===== src/rtl/ten_gig_axis_pkg.sv =====
// Shared definitions for the 10G Ethernet AXIS test path (generator and checker).
package ten_gig_axis_pkg;

  localparam int DATA_W = 64;
  localparam int KEEP_W = 8;

  // Bit positions inside the 4-bit error vector.
  localparam int ERR_DATA = 0;
  localparam int ERR_LEN  = 1;
  localparam int ERR_KEEP = 2;
  localparam int ERR_OVER = 3;

  typedef enum logic [1:0] {
    S_IDLE = 2'd0,
    S_PKT  = 2'd1,
    S_DROP = 2'd2
  } chk_state_e;

  // Test payload for 0-based beat k: the 16-bit value k+1 repeated four times.
  function automatic logic [DATA_W-1:0] pattern_word(input logic [15:0] k);
    logic [15:0] v;
    v = k + 16'd1;
    return {4{v}};
  endfunction

endpackage


===== src/rtl/axis_keep_popcnt.sv =====
// Combinational tkeep helper: byte count and MSB-contiguity of the enable mask.
module axis_keep_popcnt
  import ten_gig_axis_pkg::*;
(
  input  logic [KEEP_W-1:0] keep,
  output logic [3:0]        count,
  output logic              msb_contig
);

  logic [KEEP_W-1:0] inv;

  // Popcount plus contiguity: ~keep must be a run of ones anchored at the LSB.
  // NOTE: every output of a combinational block gets a default before any
  // conditional logic, so no path leaves it unassigned and no latch is inferred.
  always_comb begin
    count = '0;
    for (int i = 0; i < KEEP_W; i++) begin
      count = count + {3'b000, keep[i]};
    end
    inv        = ~keep;
    msb_contig = ((inv & (inv + 8'd1)) == 8'd0);
  end

endmodule


===== config.mk =====
export PLATFORM = sky130hd
export DESIGN_NAME = axis_keep_popcnt
export DESIGN_NICKNAME = d
export VERILOG_FILES = /design/src/rtl/ten_gig_axis_pkg.sv /design/src/rtl/axis_keep_popcnt.sv
export SDC_FILE = /design/constraint.sdc
export NUM_CORES = 1
export LEC_CHECK = 0
export CORE_AREA = 3 3 40 42
export DETAILED_ROUTE_END_ITERATION = 8
export DIE_AREA = 0 0 43 45
export PLACE_DENSITY = 0.49
export SLEW_MARGIN = 25
export SYNTH_ARGS = -nofsm -noshare
export SYNTH_HDL_FRONTEND = slang
export SYNTH_SLANG_ARGS = --single-unit

===== constraint.sdc =====
create_clock -name vclk -period 3.3
set_input_delay 0.495 -clock vclk [all_inputs]
set_output_delay 0.495 -clock vclk [all_outputs]
set_load 0.1 [all_outputs]

Word level (Yosys, flattened, before mapping)
Cells that the tools add are included.
- word-level logic and storage cells: 11
- output and inout bits: 5
- bits in registers: 0
- bits of input ports: 8
- reductions and logical operators: 1
- bitwise gates (word level): 2
- add/subtract/negate cells: 8
- operators with widths (operator ; count):
    $add 4x1->4 ; 4
    $add 8x1->8 const B ; 1
    $and 8x8->8 ; 1
    $logic_not 8->1 ; 1
    $not 8->8 ; 1
    $add 3x1->4 ; 1
    $add 2x1->3 ; 1
    $add 1x1->2 ; 1

Logic depth before layout (Yosys ltp)
- word-level depth: 7
- gate-level depth with buffers: 9
- mapped depth without buffers: 9

Worst setup path before layout
No wires, ideal clock.
- path kind: input -> output
- from: in keep[0]
- to: out count[2]
- stages on the path: 9
- buffers on the path: 0
- arrival: 4.133 ns
- setup slack: -1.328 ns
- data required time: 2.805 ns
- cells stage by stage: fa_1 -> inv_1 -> fa_1 -> fa_1 -> inv_1 -> ha_1 -> inv_1 -> fa_1 -> xnor2_1
- cells in the longest elaborated chain, start to end: 7
- ends and longest elaborated chain (element ; line ; source):
    start, declared ; axis_keep_popcnt.sv:5 ; input logic [KEEP_W-1:0] keep,
    $add 1x1->2 ; axis_keep_popcnt.sv:18 ; count = count + {3'b000, keep[i]};
    $add 2x1->3 ; axis_keep_popcnt.sv:18 ;
    $add 3x1->4 ; axis_keep_popcnt.sv:18 ;
    $add 4x1->4 (4 in series) ; axis_keep_popcnt.sv:18 ;
    end, declared ; axis_keep_popcnt.sv:6 ; output logic [3:0] count,
No other way between the ends.

Final worst setup path
- from: in keep[1]
- to: out count[1]
The elaborated chain is that of the path after synthesis.

==> impl_metrics.ini <==
[status]
status = complete, but fails checks
violations = setup timing

[setup_path]
start_kind = input port
crit_family = adder cells
worstPathRequired_ns = 2.80
startpoint = keep[1]
cpPeakStageDelay_ns = 0.54
cp.arrival_ns = 3.14
cp_slowest_cell = fa_1
critPathMaxFanout = 2
critical_path_depth = 11
crit_type = in -> out
crit_buf_inv = 6
path_cells = buf_8, fa_1, inv_2, fa_1, fa_1, inv_2, ha_4, inv_2, fa_2, clkinvlp_4, buf_12
critPathCaptureType = primary output

[cells_and_area]
seq_cell_count = 0
nClkBuffers = 0
n_antenna_cell = 0
area_growth_pct = 114
regArea_um2 = 0
layout-drive-gt1-share = 0.510
layout.nets = 68
layout_common_cells = inv_1, buf_4, clkdlybuf4s50_1
fin_util = 0.428
mostFrequentLayoutCell = inv_1
layout.cells.non_filler = 64

[clock_tree]
postCtsHoldBufs = 0

[power]
powerDensity_nw_per_um2 = 658
ir_drop_v = 0.000330
p_leak_uw = 0.000262

[global_route]
grt_pass1_wl_mm = 1.23
grt_pass1_vias = 280
overflow = 0
grt_start_max_net_pins = 4
track_usage = 0.0819
grt_antenna_before_repair = 0

[die]
die_y_um = 45
core-area_um2 = 1280
start_util = 0.201
die_area_um2 = 1940
dieWidth_um = 43
ios = 13
rows = 13

[synthesis]
syn_nets = 47
syn_area_um2 = 258
synth-seq-area-share = 0
netlist-cell-type-count = 9
syn_avg_cell_area_um2 = 8.59
synth_cells = 30
yosysWarnings = 0

[timing]
tightest_slew_ns = 0.281
fin_crit_ns = 3.64
hold_viol_final = 0
timing.fmax_mhz = 275
min_period_over_period = 1.10
setup_violations = 3
layout_setup_ws_ns = -0.340
final_max_slew_viol_count = 0
rsz0062_at_grt = true
slew_headroom = 0.814

[placement]
hpwl_um = 616
globalplace.congestion = 0.658
io_buffers = 13
place_ws_ns = -0.754
dpl.cell_count = 62

[detailed_routing]
dr.pass1.iters = 2
drt_wl_total_um = 682
drc = 0
dr_total_vias = 252
drt_iter0_markers = 2
via_per_inst = 3.94
wire_per_inst_um = 10.7
ant_nets = 0

[hold_path]
min_path_type = in -> out
worstHoldStart = keep[0]
hold_depth = 5

[run]
drv_cap = 0
power breakdown:
part	internal (µW)	switching [µW]	leakage, µW
logic	145	217	0.000262
registers	0	0	0
clock network	0	0	0
Yosys cell counts (all sizes together):
| cell type | number | share of area |
|---|---|---|
| inv | 13 | 0.19 |
| ha | 5 | 0.24 |
| fa | 4 | 0.31 |
| a21oi | 2 | 0.039 |
| nor4 | 2 | 0.097 |
| mux2i | 1 | 0.039 |
| nor2b | 1 | 0.024 |
| o22ai | 1 | 0.024 |
| xnor2 | 1 | 0.034 |
logic make-up (layout without fill, tap and decap cells):
family / after synthesis / in the layout / share of synthesized area
AO/OA/AOI/OAI: 3 / 3 / 0.0631
XOR/XNOR: 1 / 1 / 0.0340
adder cells (fa/ha/maj): 9 / 9 / 0.553
buffers and inverters: 13 / 32 / 0.189
multiplexers: 1 / 1 / 0.0388
AND/OR/NAND/NOR: 3 / 3 / 0.121
final cells by class:
type                       instances  area (µm²)
fill                             129         734
inverter                          13        52.6
multi-input combinational         17         262
tap                               15        18.8
timing repair buffer              19         218
routing by layer:
metal  GRT usage  up-vias  share of wire
li1            -      127              -
met2       0.180        4           0.63
met4           0        0              0
met3     0.00398        0          0.022
met5           0        -              0
met1      0.0900      121           0.35
worst paths after layout:
check | end | slack (ns)
setup / recovery | count[1] | -0.34
hold / removal | msb_contig | 1.65
worst min-delay path, delay by kind of cell:
family	cells	cell delay [ns]
adder cells (fa/ha/maj)	1	0.16
AND/OR/NAND/NOR	1	0.05
buffers and inverters	3	0.44
metrics by stage:
step / TNS (ns) / area [µm²] / hold slack, ns / power, µW
floorplan: -0.753 / 290 / 1.34 / 225
detailed placement: -2.21 / 507 / 1.89 / 340
CTS: -0.864 / 539 / 1.57 / 365
global placement: -2.15 / 507 / 1.84 / 338
global route: -0.819 / 551 / 1.67 / 379
finish: -0.613 / 551 / 1.65 / 362
repair_timing:
action,CTS,global route
buffers inserted,2,1
gates resized for setup,22,2
pin swaps,6,5
setup endpoints to repair,4,3
Note: power is estimated with default switching activity, not from simulation.
